<file path="src/rtl/id_symbol_serializer.sv">
// Word-to-symbol serializer: loads a W-bit word and emits it MSB-first
// as 2-bit symbols on a valid/ready stream.
//
// Ports:
//   clk    - clock, all state updates on rising edge
//   reset  - synchronous active-high reset, overrides everything
//   load   - start request, sampled only while idle
//   din    - word to serialize, captured on the accepted load edge
//   ready  - downstream accepts the symbol on a this cycle
//   a      - current symbol (IDLE_SYM when valid is low)
//   valid  - a holds a live symbol
//   busy   - serializer is not idle
//   done   - one-cycle pulse after the last symbol is accepted
//   count  - symbols accepted in the current word (saturates at W/2)
module id_symbol_serializer #(
  parameter int         W        = 18,
  parameter int         CW       = 4,
  parameter logic [1:0] IDLE_SYM = 2'b00
) (
  input  logic          clk,
  input  logic          reset,
  input  logic          load,
  input  logic [W-1:0]  din,
  input  logic          ready,
  output logic [1:0]    a,
  output logic          valid,
  output logic          busy,
  output logic          done,
  output logic [CW-1:0] count
);

  localparam logic [CW-1:0] NSYM = CW'(W / 2);
  localparam logic [CW-1:0] LAST = CW'(W / 2 - 1);
  localparam logic [CW-1:0] ONE  = CW'(1);

  typedef enum logic [1:0] {
    IDLE,
    SEND,
    DONE
  } state_t;

  state_t          state;
  state_t          state_n;
  logic [W-1:0]    shreg;
  logic [W-1:0]    shreg_n;
  logic [W-1:0]    shifted;
  logic [CW-1:0]   count_n;
  logic [1:0]      a_n;
  logic            valid_n;
  logic            busy_n;
  logic            done_n;

  assign shifted = shreg << 2;

  always_ff @(posedge clk) begin
    if (reset) begin
      state <= IDLE;
      shreg <= '0;
      count <= '0;
      a     <= IDLE_SYM;
      valid <= 1'b0;
      busy  <= 1'b0;
      done  <= 1'b0;
    end else begin
      state <= state_n;
      shreg <= shreg_n;
      count <= count_n;
      a     <= a_n;
      valid <= valid_n;
      busy  <= busy_n;
      done  <= done_n;
    end
  end

  // Outputs are computed one cycle ahead so every port is a flop:
  // a_n is the symbol that will be at the top of the shift register
  // after this edge.
  always_comb begin
    state_n = state;
    shreg_n = shreg;
    count_n = count;
    a_n     = a;
    valid_n = valid;
    busy_n  = busy;
    done_n  = 1'b0;
    unique case (state)
      IDLE: begin
        a_n     = IDLE_SYM;
        valid_n = 1'b0;
        busy_n  = 1'b0;
        if (load) begin
          state_n = SEND;
          shreg_n = din;
          count_n = '0;
          a_n     = din[W-1:W-2];
          valid_n = 1'b1;
          busy_n  = 1'b1;
        end
      end
      SEND: begin
        if (ready) begin
          shreg_n = shifted;
          if (count == LAST) begin
            state_n = DONE;
            count_n = NSYM;
            a_n     = IDLE_SYM;
            valid_n = 1'b0;
            done_n  = 1'b1;
          end else begin
            count_n = count + ONE;
            a_n     = shifted[W-1:W-2];
          end
        end
      end
      DONE: begin
        state_n = IDLE;
        a_n     = IDLE_SYM;
        valid_n = 1'b0;
        busy_n  = 1'b0;
      end
      default: begin
        state_n = IDLE;
        a_n     = IDLE_SYM;
        valid_n = 1'b0;
        busy_n  = 1'b0;
      end
    endcase
  end

endmodule
</file>
<file path="config.mk">
export PLATFORM = sky130hd
export DESIGN_NAME = id_symbol_serializer
export DESIGN_NICKNAME = d
export VERILOG_FILES = /design/src/rtl/id_symbol_serializer.sv
export SDC_FILE = /design/constraint.sdc
export NUM_CORES = 1
export LEC_CHECK = 0
export CORE_MARGIN = 2
export CORE_UTILIZATION = 47
export CTS_CLUSTER_SIZE = 20
export DETAILED_ROUTE_END_ITERATION = 10
export PLACE_DENSITY = 0.9
export SKIP_LAST_GASP = 1
export SLEW_MARGIN = 20
export SYNTH_ARGS = -nofsm -noshare
export SYNTH_HDL_FRONTEND = slang
export SYNTH_SLANG_ARGS = --single-unit
</file>
<file path="constraint.sdc">
create_clock -name clk -period 1.9 [get_ports clk]
set_clock_uncertainty 0.05 [all_clocks]
set_input_delay 0.38 -clock clk [delete_from_list [all_inputs] [get_ports clk]]
set_output_delay 0.38 -clock clk [all_outputs]
set_load 0.1 [all_outputs]
</file>
# After elaboration in Yosys (flattened, before gate mapping)
# Index checks and enable logic that the tools add are counted.
# W data, S select, Z words.
totals:
  reg_bits: 27
  output_inout_bits: 9
  wordCells: 42
op_classes:
  addsub: 1
  n_eq_ne: 5
  n_mux: 21
  n_bitwise: 2
  reduce_logical: 6
ops:
  columns: ["cell", "n"]
  rows:
  - ["$mux W16", 2]
  - ["$pmux W16 S2", 1]
  - ["$mux W2", 6]
  - ["$mux W4", 3]
  - ["$pmux W2 S2", 2]
  - ["$pmux W4 S2", 1]
  - ["$ne A2 B2 Y1 const B", 3]
  - ["$reduce_and A3 Y1", 2]
  - ["$add A4 B1 Y4 const B", 1]
  - ["$eq A4 B4 Y1 const B", 1]
  - ["$mux W1", 4]
  - ["$pmux W1 S2", 2]
  - ["$reduce_or A3 Y1", 1]
  - ["$eq A2 B1 Y1 const B", 1]
  - ["$logic_not A2 Y1", 1]
  - ["$not A1 Y1", 2]
  - ["$reduce_and A2 Y1", 1]
  - ["$reduce_bool A2 Y1", 1]

# Logic depth before layout (Yosys ltp)
# Gate-level depths: netlist of the first run.
logic_depth:
  depth_word: 4
  mapped_depth: 5
  mapped_depth_nobuf: 5

# Least setup slack after synthesis of the first run
# OpenSTA, ideal clock, no wires.
synth_path:
  path_kind: "reg2reg"
  startpoint: "reg count[0]"
  endpoint: "reg a[0]"
  setup_ps: 86
  arrival_ps: 1884
  required_ps: 1764
  path_slack_ps: -120
  stages_incl_launch_ff: 6
  n_path_buf: 0
  period_less_slack_ps: 2020
  cell_sequence: "dfxtp_1 inv_1 ha_1 nand3b_1 a32oi_1 a211oi_1"
synth_between:
  elab_chain_len: 4
synth_lines:
  columns: ["item", "line_no", "source"]
  rows:
  - ["from (decl)", "29", "output logic [CW-1:0] count"]
  - ["from (signal assigned)", "67", "count <= count_n;"]
  - ["$eq A4 B4 Y1", "103", "if (count == LAST) begin"]
  - ["$mux W2", "103", null]
  - ["$mux W2", "101", "if (ready) begin"]
  - ["$pmux W2 S2", "86", "unique case (state)"]
  - ["to (signal assigned)", "68", "a <= a_n;"]
  - ["to (decl)", "25", "output logic [1:0] a,"]
# No other way between the ends. The select of a mux whose other input is x is not followed.
# A chain may end at the register's enable or synchronous reset.

# Worst setup path after layout of the first run
layout_path:
  startpoint: "in ready"
  endpoint: "reg count[2]"
layout_between:
  elab_chain_len: 2
layout_lines:
  columns: ["item", "line_no", "source"]
  rows:
  - ["from (decl)", "24", "input logic ready,"]
  - ["$ne A2 B2 Y1 (no line)", null, null]
  - ["$reduce_and A3 Y1 (no line)", null, null]
# No other way between the ends.

==> flow_summary.json, run 1 <==
{
  "outcome": "completed",
  "crit_buf_inv": 2,
  "viasPerCell": 5.57,
  "postCtsHoldBufs": 0,
  "routabilityCongestion": 0.826,
  "finalSetupViolCount": 0,
  "setup_ws_ns": 0.281,
  "clk_path_buf_depth": 2,
  "r2r_end": "a[1]",
  "grt_pass1_vias": 1026,
  "cts_tree": "yes",
  "dr.pass1.iters": 4,
  "grt_max_degree": 18,
  "wl_per_cell_um": 14.2,
  "finalHoldViolCount": 0,
  "synthFlopType": "dfxtp_1",
  "first_iter_violations": 36,
  "r2r_setup_slack_ns": 0.41,
  "crit_path_end_kind": "flop",
  "use_met3_pct": 6.56,
  "cts_buffers": 3,
  "min_from": "shreg[0]",
  "netlist.area_leader.share_pct": 45.6,
  "syn_area_mm2": 0.00119,
  "fmax_mhz": 618,
  "antenna_found_initial": 0,
  "p_per_area_mw_per_mm2": 694,
  "r2r_cells": 5,
  "avgSynthCellArea_um2": 9.34,
  "diodes": 0,
  "grt_overflow": 0,
  "crit_required_ns": 2.12,
  "finalCritPeriodShare_pct": 85.2,
  "slew_headroom_pct": 58.9,
  "fp-row-count": 18,
  "maxSlewViolCount": 0,
  "crit_family": "buffers and inverters",
  "synth.most_common_cell": "dfxtp_1",
  "die_area_mm2": 0.00294,
  "path_class": "primary input to flop",
  "comb_power_share_pct": 23.7,
  "slowest_delay_ns": 0.52,
  "synth_common_cells": "dfxtp_1 (27), a21oi_1 (19), inv_1 (16), o221a_2 (14), nor2_1 (7)",
  "switching_share_pct": 28.8,
  "p_switching_uw": 332,
  "ios": 31,
  "fill_cells": 191,
  "dp_slack_ns": -0.245,
  "final_nets": 186,
  "internal_power_uw": 823,
  "root_buffer": "clkbuf_4",
  "path_max_fanout": 4,
  "grt_pass1_wl_um": 4400,
  "seq_area_frac_synth_pct": 45.6,
  "cts_max_level": 1,
  "seqPwrFrac_pct": 55.2,
  "layout_min_cycle_time_ns": 1.62,
  "clk-insertion-delay-late_ns": 0.32,
  "cp-start-kind": "primary input",
  "whs_path_depth": 2,
  "crit_path_cell_trace": "clkdlybuf4s50_1, mux2i_1, buf_4, or4b_1, o2bb2ai_1",
  "grt.total_usage_pct": 20.9,
  "arrival_ns": 1.84,
  "cp_slowest_cell": "or4b_1",
  "coreArea_mm2": 0.00243,
  "die_h_um": 54.2,
  "power.share.clock_pct": 21.1,
  "post-dp-hpwl_um": 1930,
  "cts.sinks": 27,
  "drcViolationCount": 0,
  "ys_seq_elements": 27,
  "synthArstFlopShare_pct": 0,
  "drive_gt1_share_pct": 24.8,
  "yosysTopAreaCell": "dfxtp_1",
  "routed_wl_um": 2700,
  "final_antenna_net_count": 0,
  "hold_path_end": "shreg[0]",
  "rsz0062_at_grt": "false",
  "floorplan.initialDensity_pct": 48.8,
  "final_core_utilization_pct": 68.4,
  "post_cts_buffers": 0,
  "die_w_um": 54.2,
  "syn-num-nets": 151,
  "cts_resized": 0,
  "met1_usage_pct": 25.8,
  "irDropWorstVdd_mv": 0.612,
  "cap_viol_max_count": 0,
  "ys_warn_count": 0,
  "port_buffers": 30,
  "synthCells": 127,
  "vias": 1063,
  "grt-busiest-layer": "met2",
  "finalSetupTns_ns": 0,
  "synth.distinct_cells": 33,
  "worst_slew_pin_slew_ns": 0.616,
  "synth-edff-count": 0,
  "path_clk_slew_ns": 0.14,
  "leakagePower_uw": 0.000675,
  "area_growth_pct": 40.3,
  "r2r_start": "count[0]",
  "hold_class": "flop to flop",
  "synth_area_leaders": "dfxtp_1 (46%), o221a_2 (13%), a21oi_1 (8.0%), inv_1 (5.1%), nor2_1 (2.2%)",
  "globalRouteMet2Util_pct": 33.1
}
[worst max-delay path by stage]
stage / start / end / slack (ns) / cells past startpoint
floorplan: count[3] / count[0] / 0.04 / 3
global placement: load / shreg[12] / -0.21 / 4
detailed placement: ready / shreg[7] / -0.25 / 4
CTS: ready / shreg[7] / 0.04 / 4
global route: load / count[2] / 0.23 / 5
finish: ready / count[2] / 0.28 / 5
[layout by cell type (no fill, tap or decap), types with 2 or more instances in the layout]
master / count
nor3_1: 2
buf_12: 9
o221a_2: 14
clkbuf_4: 3
nand2_1: 3
nor2b_1: 2
dfxtp_1: 25
inv_1: 16
buf_4: 9
nand4b_1: 2
o21ai_0: 3
ha_1: 2
dfxtp_2: 2
a21oi_1: 19
clkdlybuf4s50_1: 21
nand3b_1: 2
nand3_1: 2
a32oi_1: 2
nor2_1: 6
a211oi_1: 2
[sequential cells by signal, indices dropped and copies added, names as in the netlist]
| register | cells |
|---|---|
| busy | 1 |
| done | 1 |
| shreg | 16 |
| a | 2 |
| valid | 1 |
| state | 2 |
| count | 4 |
[metrics by stage]
stage | cells | power [uW] | hold WS [ns] | area, um^2
2_1_floorplan | 127 | 801 | 0.404 | 1190
3_3_place_gp | 187 | 911 | 0.419 | 1640
3_5_place_dp | 187 | 919 | 0.430 | 1640
4_1_cts | 191 | 1160 | 0.447 | 1660
5_1_grt | 191 | 1200 | 0.479 | 1660
6_report | 191 | 1150 | 0.449 | 1660
[cell families after synthesis]
| logic type | after synthesis | synth area share, % |
|---|---|---|
| flops | 27 | 45.6 |
| fa+ha+maj | 2 | 2.11 |
| mux | 1 | 0.844 |
| buf+inv | 25 | 9.18 |
| compound gates | 46 | 29.3 |
| simple gates | 26 | 13.0 |
[tightest hold or removal path: stages (launching register included)]
cell and delay (ns):
dfxtp_1 0.33, o21ai_0 0.07, a21oi_1 0.06
[area by class of cell]
class | count | area (um^2) | area share (%)
tap | 30 | 37.5 | 2.26
sequential | 27 | 543 | 32.6
timing repair buffer | 39 | 458 | 27.5
multi-input combinational | 75 | 539 | 32.4
inverter | 16 | 60.1 | 3.61
clock buffer | 4 | 26.3 | 1.58
[power by group through the flow]
stage	Sequential, uW	Clock, uW	Combinational [uW]
after CTS	637	247	272
final	637	244	273
after global routing	642	266	294
after floorplan	693	0	107
after global placement	647	0	264
after detailed placement	649	0	270
[layer usage]
| layer | up-vias | share of wire [%] |
|---|---|---|
| li1 | 529 | - |
| met1 | 497 | 44 |
| met2 | 33 | 49 |
| met3 | 4 | 5.5 |
| met4 | 0 | 1.1 |
| met5 | - | 0 |
No activity file was read; power rests on OpenSTA's default activity.
==> inputs of run 2 (changes only) <==
- GPL_TIMING_DRIVEN: unset -> 0
==> run 2 against run 1 <==
Against the previous run:
- largest cell class unchanged
- final area decreased by 6.2%
- maximum frequency decreased by 9.5%
- final cell count is 0.52% lower
==> flow_summary.json, run 2 (synthesis results as in run 1) <==
{
  "grt_pass1_wl_um": 4270,
  "ios": 31,
  "slowest_delay_ns": 0.59,
  "clk-insertion-delay-late_ns": 0.33,
  "clk_path_buf_depth": 2,
  "dr.pass1.iters": 4,
  "finalSetupTns_ns": 0,
  "layout_min_cycle_time_ns": 1.79,
  "r2r_start": "state[0]",
  "crit_path_cell_trace": "clkdlybuf4s50_1, nand3b_1, clkbuf_1, o221a_2",
  "multiInputGateArea_um2": 539,
  "min_from": "reset",
  "cts_buffers": 3,
  "crit_required_ns": 2.09,
  "grt_pass1_vias": 992,
  "diodes": 0,
  "fill_cells": 201,
  "worst_slew_pin_slew_ns": 0.570,
  "p_switching_uw": 338,
  "cts_tree": "yes",
  "arrival_ns": 1.98,
  "rsz0062_at_grt": "false",
  "top_register": "shreg",
  "power.share.clock_pct": 22.3,
  "drcViolationCount": 0,
  "crit_path_end_kind": "flop",
  "cp-start-kind": "primary input",
  "whs_ns": 0.444,
  "finalSetupViolCount": 0,
  "path_class": "primary input to flop",
  "cap_viol_max_count": 0,
  "seqPwrFrac_pct": 56.0,
  "grt.total_usage_pct": 19.6,
  "area_growth_pct": 31.5,
  "leakagePower_uw": 0.000615,
  "finalHoldViolCount": 0,
  "coreArea_mm2": 0.00243,
  "drive_gt1_share_pct": 23.1,
  "design_area_mm2": 0.00156,
  "crit_family": "buffers and inverters",
  "switching_share_pct": 29.9,
  "cp_slowest_cell": "clkdlybuf4s50_1",
  "internal_power_uw": 793,
  "grt_overflow": 0,
  "floorplan.initialDensity_pct": 48.8,
  "wl_per_cell_um": 13.9,
  "path_max_fanout": 10,
  "totalPowerFinal_uw": 1130,
  "routabilityCongestion": 0.825,
  "path_clk_slew_ns": 0.15,
  "root_buffer": "clkbuf_4",
  "postCtsHoldBufs": 0,
  "routed_wl_um": 2650,
  "maxSlewViolCount": 0,
  "cts_max_level": 1,
  "port_buffers": 29,
  "antenna_found_initial": 0,
  "comb_power_share_pct": 21.7,
  "p_per_area_mw_per_mm2": 725,
  "viasPerCell": 5.55,
  "die_w_um": 54.2,
  "fmax_mhz": 559,
  "mostFrequentLayoutCells": "dfxtp_1 (25), clkdlybuf4s50_1 (20), a21oi_1 (19)",
  "slew_headroom_pct": 61.8,
  "ff_latch_area_um2": 543,
  "post-dp-hpwl_um": 2020,
  "irDropWorstVdd_mv": 0.526,
  "hold_class": "primary input to flop",
  "place_area_mm2": 0.00152,
  "grt_max_degree": 17,
  "largest_register_ffs": 16,
  "crit_buf_inv": 2,
  "first_iter_violations": 25,
  "vias": 1054,
  "cts.sinks": 27,
  "cp-startpoint": "ready",
  "final_nets": 185,
  "fp-row-count": 18,
  "final_antenna_net_count": 0,
  "die_area_mm2": 0.00294,
  "layout.cells.most_common": "dfxtp_1",
  "reg_top3": "shreg (16), count (4)",
  "die_h_um": 54.2,
  "outcome": "completed",
  "finalCritPeriodShare_pct": 94.1
}
run 2: changes by cell type in the layout (fill, tap and decap cells not counted), sizes merged:
cell           before  now
clkbuf              4    8
clkdlybuf4s50      21   20
buf                18    4
clkdlybuf4s15       0    9
clkinvlp            0    1
run 2: area by class of cell:
class / count / area share, %
Buffer: 9 / 3.13
Sequential cell: 27 / 34.8
Inverter: 16 / 3.85
Timing Repair Buffer: 29 / 19.3
Clock buffer: 3 / 1.44
Multi-Input combinational cell: 75 / 34.6
Tap cell: 30 / 2.41
Clock inverter: 1 / 0.481
run 2: stage by stage:
stage                     cells  utilization [%]  setup slack (ns)
after CTS                   190             64.0            0.0851
after floorplan             127                -            0.0446
final                       190             64.1             0.112
after global routing        190             64.1           0.00818
after detailed placement    186             62.3            -0.261
after global placement      186             62.3            -0.198
run 2: final timing paths:
| path | slack, ns | to | depth (start not counted) |
|---|---|---|---|
| worst max-delay path | 0.11 | shreg[9] | 4 |
| worst min-delay path | 0.44 | shreg[12] | 3 |
| worst max register to register | 0.20 | shreg[7] | 5 |
| worst min register to register | 0.46 | shreg[1] | 2 |
run 2: routing by layer:
| layer | vias up | track usage (%) | wire (um) |
|---|---|---|---|
| li1 | 530 | - | - |
| met1 | 496 | 25.3 | 1220 |
| met2 | 24 | 33.1 | 1290 |
| met3 | 4 | 3.55 | 118 |
| met4 | 0 | 6.25 | 21 |
| met5 | - | 0 | 0 |
run 2: worst min-delay path: cells and delay by family:
| family | cells | cell delay (ns) |
|---|---|---|
| compound gates | 2 | 0.18 |
| buf+inv | 1 | 0.24 |
run 2: power groups by stage:
stage | Clock (uW) | Combinational (uW) | Sequential (uW)
floorplan | 0 | 107 | 693
global placement | 0 | 238 | 642
detailed placement | 0 | 246 | 645
CTS | 258 | 245 | 632
global route | 283 | 264 | 637
finish | 253 | 245 | 633
run 2: timing repair:
item | CTS | global route
setup buffers | 0 | 0
setup endpoints to repair | 9 | 10
gates resized for setup | 27 | 1
